**src/rtl/multdiv_seq_ctrl.sv**
```systemverilog
// rtl/multdiv_seq_ctrl.sv - sequencer for the shared multi-cycle multiplier/divider
//
// Detects mul/div in the D/X latch, fires a one-cycle start pulse at the unit,
// stalls the front of the pipeline until the result arrives, a timeout expires
// or a flush aborts, then presents the result to the X-stage mux for one cycle.
//
// Ports:
//   clock, reset        rising-edge clock, asynchronous active-low reset
//   ir_dx, flush        D/X instruction and branch/jump flush
//   md_result/ready/exception  multdiv unit response
//   ctrl_mult/ctrl_div  one-cycle start pulses
//   stall               holds PC, F/D and D/X latches
//   md_sel, res_out, exc, rstatus_code  one-cycle result presentation
//   busy                controller not idle
//
// Optional build macro MDCTRL_PERF_EN adds saturating perf_stall_cycles and
// perf_timeouts counters.

module multdiv_seq_ctrl #(
  parameter int MAX_CYCLES  = 40,
  parameter int RSTATUS_MUL = 4,
  parameter int RSTATUS_DIV = 5
) (
  input  logic        clock,
  input  logic        reset,
  input  logic [31:0] ir_dx,
  input  logic        flush,
  input  logic [31:0] md_result,
  input  logic        md_ready,
  input  logic        md_exception,
  output logic        ctrl_mult,
  output logic        ctrl_div,
  output logic        stall,
  output logic        md_sel,
  output logic [31:0] res_out,
  output logic        exc,
  output logic [31:0] rstatus_code,
  output logic        busy
`ifdef MDCTRL_PERF_EN
  ,
  output logic [31:0] perf_stall_cycles,
  output logic [15:0] perf_timeouts
`endif
);

  localparam int CW = $clog2(MAX_CYCLES + 1);

  typedef enum logic [1:0] {S_IDLE, S_START, S_WAIT, S_DONE} state_t;

  state_t         state_q, state_d;
  logic           op_div_q, op_div_d;
  logic [CW-1:0]  cnt_q, cnt_d;
  logic [31:0]    res_q, res_d;
  logic           exc_q, exc_d;
  logic [31:0]    rstatus_q, rstatus_d;

  logic           is_mul, is_div, md_instr;
  logic [CW-1:0]  cnt_inc;
  logic [31:0]    exc_code;
  logic           timeout_evt;

  assign is_mul   = (ir_dx[31:27] == 5'b00000) && (ir_dx[6:2] == 5'b00110);
  assign is_div   = (ir_dx[31:27] == 5'b00000) && (ir_dx[6:2] == 5'b00111);
  assign md_instr = is_mul | is_div;

  // cnt_inc is the number of WAIT cycles including the current one, so the
  // timeout fires in the MAX_CYCLES-th WAIT cycle.
  assign cnt_inc  = cnt_q + 1'b1;
  assign exc_code = op_div_q ? 32'(RSTATUS_DIV) : 32'(RSTATUS_MUL);

  always_comb begin
    state_d     = state_q;
    op_div_d    = op_div_q;
    cnt_d       = cnt_q;
    res_d       = res_q;
    // exc/rstatus are only meaningful in DONE, so they drop back to zero
    // whenever a new capture is not happening.
    exc_d       = 1'b0;
    rstatus_d   = '0;
    timeout_evt = 1'b0;
    case (state_q)
      S_IDLE: begin
        if (md_instr && !flush) begin
          op_div_d = is_div;
          state_d  = S_START;
        end
      end
      S_START: begin
        cnt_d   = '0;
        state_d = flush ? S_IDLE : S_WAIT;
      end
      S_WAIT: begin
        if (flush) begin
          state_d = S_IDLE;
        end else if (md_ready) begin
          res_d     = md_result;
          exc_d     = md_exception;
          rstatus_d = md_exception ? exc_code : 32'd0;
          state_d   = S_DONE;
        end else if (cnt_inc == CW'(MAX_CYCLES)) begin
          res_d       = '0;
          exc_d       = 1'b1;
          rstatus_d   = exc_code;
          timeout_evt = 1'b1;
          state_d     = S_DONE;
        end else begin
          cnt_d = cnt_inc;
        end
      end
      S_DONE: begin
        state_d = S_IDLE;
      end
      default: state_d = S_IDLE;
    endcase
  end

  always_ff @(posedge clock or negedge reset) begin
    if (!reset) begin
      state_q   <= S_IDLE;
      op_div_q  <= 1'b0;
      cnt_q     <= '0;
      res_q     <= '0;
      exc_q     <= 1'b0;
      rstatus_q <= '0;
    end else begin
      state_q   <= state_d;
      op_div_q  <= op_div_d;
      cnt_q     <= cnt_d;
      res_q     <= res_d;
      exc_q     <= exc_d;
      rstatus_q <= rstatus_d;
    end
  end

  assign ctrl_mult    = (state_q == S_START) && !op_div_q;
  assign ctrl_div     = (state_q == S_START) &&  op_div_q;
  assign md_sel       = (state_q == S_DONE);
  assign busy         = (state_q != S_IDLE);
  assign res_out      = res_q;
  assign exc          = exc_q;
  assign rstatus_code = rstatus_q;

  // Stall rises in the same cycle the mul/div shows up in D/X; it is held low
  // while reset is asserted so every output is quiet during reset.
  assign stall = reset &&
                 (((state_q == S_IDLE) && md_instr && !flush) ||
                  (state_q == S_START) || (state_q == S_WAIT));

`ifdef MDCTRL_PERF_EN
  logic [31:0] perf_stall_q, perf_stall_d;
  logic [15:0] perf_to_q, perf_to_d;

  always_comb begin
    perf_stall_d = perf_stall_q;
    perf_to_d    = perf_to_q;
    if (stall && (perf_stall_q != '1)) perf_stall_d = perf_stall_q + 1'b1;
    if (timeout_evt && (perf_to_q != '1)) perf_to_d = perf_to_q + 1'b1;
  end

  always_ff @(posedge clock or negedge reset) begin
    if (!reset) begin
      perf_stall_q <= '0;
      perf_to_q    <= '0;
    end else begin
      perf_stall_q <= perf_stall_d;
      perf_to_q    <= perf_to_d;
    end
  end

  assign perf_stall_cycles = perf_stall_q;
  assign perf_timeouts     = perf_to_q;
`else
  logic unused_timeout;
  assign unused_timeout = timeout_evt;
`endif

endmodule

```
**config.mk**
```make
export PLATFORM = sky130hd
export DESIGN_NAME = multdiv_seq_ctrl
export DESIGN_NICKNAME = d
export VERILOG_FILES = /design/src/rtl/multdiv_seq_ctrl.sv
export SDC_FILE = /design/constraint.sdc
export NUM_CORES = 1
export LEC_CHECK = 0
export CAP_MARGIN = 20
export CORE_ASPECT_RATIO = 1.25
export CORE_UTILIZATION = 38
export DETAILED_ROUTE_END_ITERATION = 10
export GPL_ROUTABILITY_DRIVEN = 0
export GPL_TIMING_DRIVEN = 0
export PLACE_DENSITY = 0.86
export SLEW_MARGIN = 20
export SYNTH_ARGS = -nofsm -noshare
export SYNTH_HDL_FRONTEND = slang
export SYNTH_SLANG_ARGS = --single-unit
```
**constraint.sdc**
```tcl
create_clock -name clock -period 5.03 [get_ports clock]
set_input_delay 1.006 -clock clock [delete_from_list [all_inputs] [get_ports clock]]
set_output_delay 1.006 -clock clock [all_outputs]
set_load 0.02 [all_outputs]
```
==> results of run 1 <==
kinds of logic (layout without fill, tap and decap cells):
family / count (synthesis) / in the layout / synth area share (%)
other: 1 / 30 / 0.186
AO/OA/AOI/OAI: 45 / 45 / 19.0
multiplexers: 1 / 1 / 0.560
flip-flops: 43 / 43 / 53.5
AND/OR/NAND/NOR: 29 / 29 / 8.58
buffers and inverters: 43 / 138 / 15.2
XOR/XNOR: 4 / 4 / 1.74
adder cells (fa/ha/maj): 2 / 2 / 1.24
through the flow:
stage               worst slack [ps]  hold WS, ps
floorplan                       1980          503
CTS                             1120          512
finish                          1150          504
detailed placement              1110          490
global route                     888          526
global placement                 216          488
power breakdown:
group / switching [mW] / leakage (nW) / internal (mW) / total [mW]
combinational: 0.0896 / 0.872 / 0.114 / 0.204
sequential: 0.0156 / 0.576 / 0.373 / 0.389
clock: 0.113 / 0.0581 / 0.148 / 0.260
total: 0.218 / 1.51 / 0.635 / 0.853
state kept, by name (all words and copies together) (netlist names):
| name | cells |
|---|---|
| cnt_q | 6 |
| exc | 1 |
| op_div_q | 1 |
| res_out | 32 |
| rstatus_code | 1 |
| state_q | 2 |
final timing paths:
| path | depth (start not counted) | start | end | slack, ps |
|---|---|---|---|---|
| max in group asynchronous | 2 | reset | cnt_q[2]$_DFFE_PN0P_ | 3780 |
| min | 1 | res_out[9]$_DFFE_PN0P_ | res_out[9]$_DFFE_PN0P_ | 500 |
| min in group asynchronous | 1 | reset | res_out[0]$_DFFE_PN0P_ | 740 |
| max | 6 | flush | stall | 1150 |
| max reg2reg | 7 | cnt_q[0]$_DFFE_PN0P_ | res_out[17]$_DFFE_PN0P_ | 3110 |
| min reg2reg | 1 | res_out[9]$_DFFE_PN0P_ | res_out[9]$_DFFE_PN0P_ | 500 |
worst max-delay path, cell delays in order:
cell	delay, ps
clkdlybuf4s50_1	490
nor4_1	290
and4b_1	240
nor2_1	50
nor3b_1	160
clkdlybuf4s50_1	630
routing by layer:
metal,up-vias,GRT usage [%],routed length [µm]
met3,5,5.22,373
met5,-,0,0
li1,784,-,-
met1,754,18.9,1760
met2,74,28.2,2210
met4,0,4.06,42
layout by cell type (no fill, tap or decap), types with 2 or more instances in the layout:
cell type	synthesis	routed
a21oi_1	3	3
inv_1	4	4
xor2_1	2	2
dfrtp_1	43	43
nand2b_1	5	5
and2_1	2	2
nor3_1	2	2
buf_2	1	2
nor2_1	4	4
nand2_1	2	2
clkbuf_8	0	5
nor3b_1	3	3
buf_6	3	3
a22o_1	32	32
clkdlybuf4s50_1	0	85
o21ai_0	3	3
conb_1	1	30
buf_4	32	32
ha_1	2	2
nand3_1	5	5
clkbuf_1	3	3
xnor2_1	2	2
cell type report:
cell class                      instances  area [µm²]  share of cell area (%)
Clock inverter                          3        43.8                    1.37
Inverter                                4        15.0                   0.470
Tap cell                               62        77.6                    2.43
Sequential cell                        43        1080                    33.7
Clock buffer                            5        68.8                    2.15
Timing Repair Buffer                   87         883                    27.7
Buffer                                 39         290                    9.09
Multi-Input combinational cell        111         739                    23.1
==> metrics.md, run 1 <==
| Metric | Value |
|---|---|
| Status | complete, no violations |
| DP Area | 0.00308 mm² |
| Slew margin rel. | 56.7% |
| Number of I/O port buffers | 86 |
| Clock transition at the registers of the reported paths | 70 ps |
| H-tree lvl count | 2 |
| Final HPWL DP | 3450 µm |
| Ys Warns | 0 |
| Slew Limit Fails | 0 |
| Final setup fails | 0 |
| Sequential fraction of the synthesis area | 53.5% |
| Fin util | 62.9% |
| Fin area | 0.00319 mm² |
| Clock Skews | 7.05 ps |
| Critical Path RT | 4020 ps |
| Initial drt markers | 79 |
| Core area | 0.00508 mm² |
| Num CTS Buffers | 5 |
| First-pass GRT wire length | 6980 µm |
| Crit share post-route | 77.1% |
| Synth top area share | 53.5% |
| Post-CTS setup buffer count | 0 |
| Hold WC Path Type | register to register |
| Cell variety after synth | 34 |
| Setup TNS Final | 0 ps |
| Row count | 29 |
| Max Cap Viol | 0 |
| Startpoint types | input port |
| Drt drc | 0 |
| Ys async rst share | 100% |
| Worst Path Max Fanout | 4 |
| Vias | 1617 |
| Vias in the first global route | 1522 |
| Largest net degree at the start of global routing | 29 |
| RSZ-0062 raised after global routing | no |
| Post-synthesis cell count | 168 |
| GRT Overall Usage | 16.3% |
| Number of synthesized register bits | 43 |
| Area Growth Syn to Fin | 58.8% |
| CTS max path bufs | 2 |
| Synth area leader | dfrtp_1 |
| Starting density of the core | 39.6% |
| Clk_lat worst skew | 290 ps |
| Placed cells | 346 |
| Share of layout cells above drive strength 1 | 18.2% |
| Top-count cell post-synth | dfrtp_1 |
| Top Ports | 139 |
| VDD IR max | 0.162 mV |
| Nets | 362 |
| Root buffer cell | clkbuf_8 |
| Synth Flop Type | dfrtp_1 |
| Lkg Pwr | 1.51 nW |
| Mean post-synth cell area | 12.0 µm² |
| Top cells by area, synth | dfrtp_1, a22o_1, buf_4 |
| Worst slew pin tran | 649 ps |
| Total congestion overflow | 0 |
| PwrDens | 267 mW/mm² |
| Post_cts resized | 0 |
| Synth cell count leaders | dfrtp_1, a22o_1, buf_4 |
| Crit Path Category | input port to output pin |
| Die Area | 0.00559 mm² |
| Via density | 4.57 |
| Total Wirelength | 4380 µm |
| Crit. End Element | output pin |
| Clock Sinks | 43 |
| Final non-filler cell total | 354 |
| Tot Pwr | 0.853 mW |
| EDFF count, synth | 0 |
| Arrival @ worst endpoint | 2870 ps |
| FMAX | 0.258 GHz |
| CTS tree | built |
| Antenna cells | 0 |
| Hold Violations, Final | 0 |
| Antenna-violating nets left | 0 |
| Chip Width | 67.1 µm |
| Initial antenna violation count | 0 |
| Netlist Area Pre-Place | 0.00201 mm² |
| Post-CTS Hold Buffers | 0 |
| First drt pass iteration count | 4 |
| Fillers | 418 |
| Min Clock Period, post-route | 3880 ps |
| Detail-routed net length per standard cell | 12.4 µm |
| Chip height | 83.4 µm |
(Power assumes the default switching activity.)
==> inputs of run 2 (changes only) <==
CORE_UTILIZATION = 32   (was 38)
PLACE_DENSITY = 0.77   (was 0.86)
clock period = 3.2 ns   (was 5.03 ns; I/O delays follow)
==> metrics.md, run 2 (synthesis gave the netlist of run 1 again) <==
| Metric | Value |
|---|---|
| FF-to-FF setup slack | 1260 ps (-1850 ps) |
| Clock Skews | 7.37 ps (+0.317 ps) |
| R2r endpoint | res_out[0]$_DFFE_PN0P_ |
| H-tree lvl count | 2 (unchanged) |
| Final HPWL DP | 3540 µm (+2.5%) |
| Commonest non-fill, non-tap cell in the layout | clkdlybuf4s50_1 |
| Max Cap Viol | 0 (unchanged) |
| Chip height | 90.7 µm (+8.8%) |
| Drt drc | 0 (unchanged) |
| Status | complete, no violations |
| Sw Pwr | 0.352 mW (+61%) |
| Clock transition at the registers of the reported paths | 80 ps (about the same) |
| Antenna-violating nets left | 0 (unchanged) |
| Worst Setup EP | stall |
| CP cell instances | clkdlybuf4s50_1, nor4_1, and4b_1, nor2_1, nor3b_1, dlymetal6s2s_1 |
| Total Wirelength | 4550 µm (+3.9%) |
| P_int | 0.999 mW (+57%) |
| FF+latch area | 0.00108 mm² (unchanged) |
| Total congestion overflow | 0 (unchanged) |
| Max reg flops | 32 (unchanged) |
| RSZ-0062 raised after global routing | no |
| First drt pass iteration count | 4 (unchanged) |
| Most frequent cells in the layout | clkdlybuf4s50_1, dfrtp_1, a22o_1, buf_4, conb_1 |
| Area Growth Syn to Fin | 60.1% |
| Largest net degree at the start of global routing | 26 (-10%) |
| CTS max path bufs | 2 (unchanged) |
| Crit-path max cell delay | 470 ps (-160 ps) |
| Row count | 31 (+6.9%) |
| Power share of the clock group | 31.0% (+0.5 points) |
| Power share of the combinational group | 23.7% (-0.2 points) |
| Antenna cells | 0 (unchanged) |
| Num CTS Buffers | 5 (unchanged) |
| Min Clock Period, post-route | 2720 ps |
| Startpoint types | input port |
| Die Area | 0.00661 mm² (+18%) |
| Vias in the first global route | 1577 (+3.6%) |
| Area of the multi-input gates | 739 µm² (unchanged) |
| Crit. End Element | output pin |
| Initial antenna violation count | 0 (unchanged) |
| Critical path origin | flush |
| Fillers | 532 (+27%) |
| Root buffer cell | clkbuf_8 |
| Hold Violations, Final | 0 (unchanged) |
| Core area | 0.00593 mm² (+17%) |
| Crit Path Category | input port to output pin |
| Share of layout cells above drive strength 1 | 18.2% (unchanged) |
| Post-CTS Hold Buffers | 0 (unchanged) |
| Crit share post-route | 85.0% |
| First-pass GRT wire length | 7240 µm (+3.8%) |
| Flop pwr share | 45.3% (-0.3 points) |
| Net Sw Frac | 26.1% (+0.51 points) |
| Worst slew pin tran | 637 ps (-11.6 ps) |
| FMAX | 0.368 GHz |
| Worst Path Max Fanout | 4 (unchanged) |
| Top Ports | 139 (unchanged) |
| PwrDens | 419 mW/mm² (+57%) |
| Post-CTS setup buffer count | 0 (unchanged) |
| Setup TNS Final | 0 ps (unchanged) |
| Post_cts resized | 0 (unchanged) |
| Slew margin rel. | 57.2% (+0.44 points) |
| Slowest CP cell | clkdlybuf4s50_1 |
| Slew Limit Fails | 0 (unchanged) |
| Number of I/O port buffers | 86 (unchanged) |
| Launching point of the worst reg2reg path | cnt_q[0]$_DFFE_PN0P_ |
| Hold WC Path Type | input port to asynchronous set/reset pin |
| Tot Pwr | 1.35 mW (+58%) |
| Arrival @ worst endpoint | 2080 ps (-790 ps) |
| CTS tree | built |
| Final setup fails | 0 (unchanged) |
| Fin util | 54.3% (-8.6 points) |
| VDD IR max | 0.166 mV (+2.2%) |
| Detail-routed net length per standard cell | 12.2 µm (-1.7%) |
| R2R depth | 7 (unchanged) |
| Initial drt markers | 53 (-33%) |
| Via density | 4.33 (-5.2%) |
| Nets | 362 (unchanged) |
| GRT Overall Usage | 14.1% (-2.2 points) |
| Critical Path RT | 2560 ps (-1460 ps) |
| Lkg Pwr | 1.52 nW (+1.2%) |
| Vias | 1619 (+0.12%) |
| Starting density of the core | 33.9% (-5.7 points) |
| Clock Sinks | 43 (unchanged) |
| Chip Width | 72.9 µm (+8.7%) |
| Clk_lat worst skew | 290 ps (about the same) |
## run 2: metal layers
metal,wire (µm),track usage (%),vias to the layer above
met5,0,0,-
met1,1800,16.2,747
met2,2300,23.8,76
met4,116,5.72,0
met3,338,4.58,12
li1,-,-,784
## run 2: area by class of cell
type	instances	area share [%]
inverter	4	0.466
multi-input combinational	111	23.0
sequential	43	33.4
timing repair buffer	87	27.5
buffer	39	9.01
tap	82	3.18
clock inverter	3	1.36
clock buffer	5	2.14
## run 2: how the worst min path moves through the flow
| stage | start | endpoint | slack [ps] | depth (start not counted) |
|---|---|---|---|---|
| 4_1_cts | reset | res_out[19]$_DFFE_PN0P_ | 310 | 1 |
| 5_1_grt | reset | res_out[16]$_DFFE_PN0P_ | 330 | 1 |
| 2_1_floorplan | reset | cnt_q[0]$_DFFE_PN0P_ | 340 | 0 |
| 6_report | reset | res_out[19]$_DFFE_PN0P_ | 290 | 1 |
| 3_3_place_gp | res_out[1]$_DFFE_PN0P_ | res_out[1]$_DFFE_PN0P_ | 490 | 1 |
| 3_5_place_dp | res_out[28]$_DFFE_PN0P_ | res_out[28]$_DFFE_PN0P_ | 490 | 1 |
## run 2: metrics by stage
step	std cells	hold slack [ps]	setup slack [ps]	area [µm²]
global placement	365	487	-896	3080
detailed placement	366	490	48.3	3110
floorplan	197	344	883	2120
CTS	374	308	42.1	3220
finish	374	294	481	3220
global route	374	329	338	3220
## run 2: worst max-delay path: cells and delay by family
family,cells,cell delay [ps]
AND/OR/NAND/NOR,4,720
buffers and inverters,2,720
## run 2: power groups by stage
| stage | clock network, mW | logic (mW) | registers [mW] |
|---|---|---|---|
| floorplan | 0 | 0.102 | 0.674 |
| global placement | 0 | 0.314 | 0.621 |
| detailed placement | 0 | 0.321 | 0.622 |
| CTS | 0.432 | 0.323 | 0.613 |
| global route | 0.451 | 0.340 | 0.617 |
| finish | 0.419 | 0.320 | 0.612 |
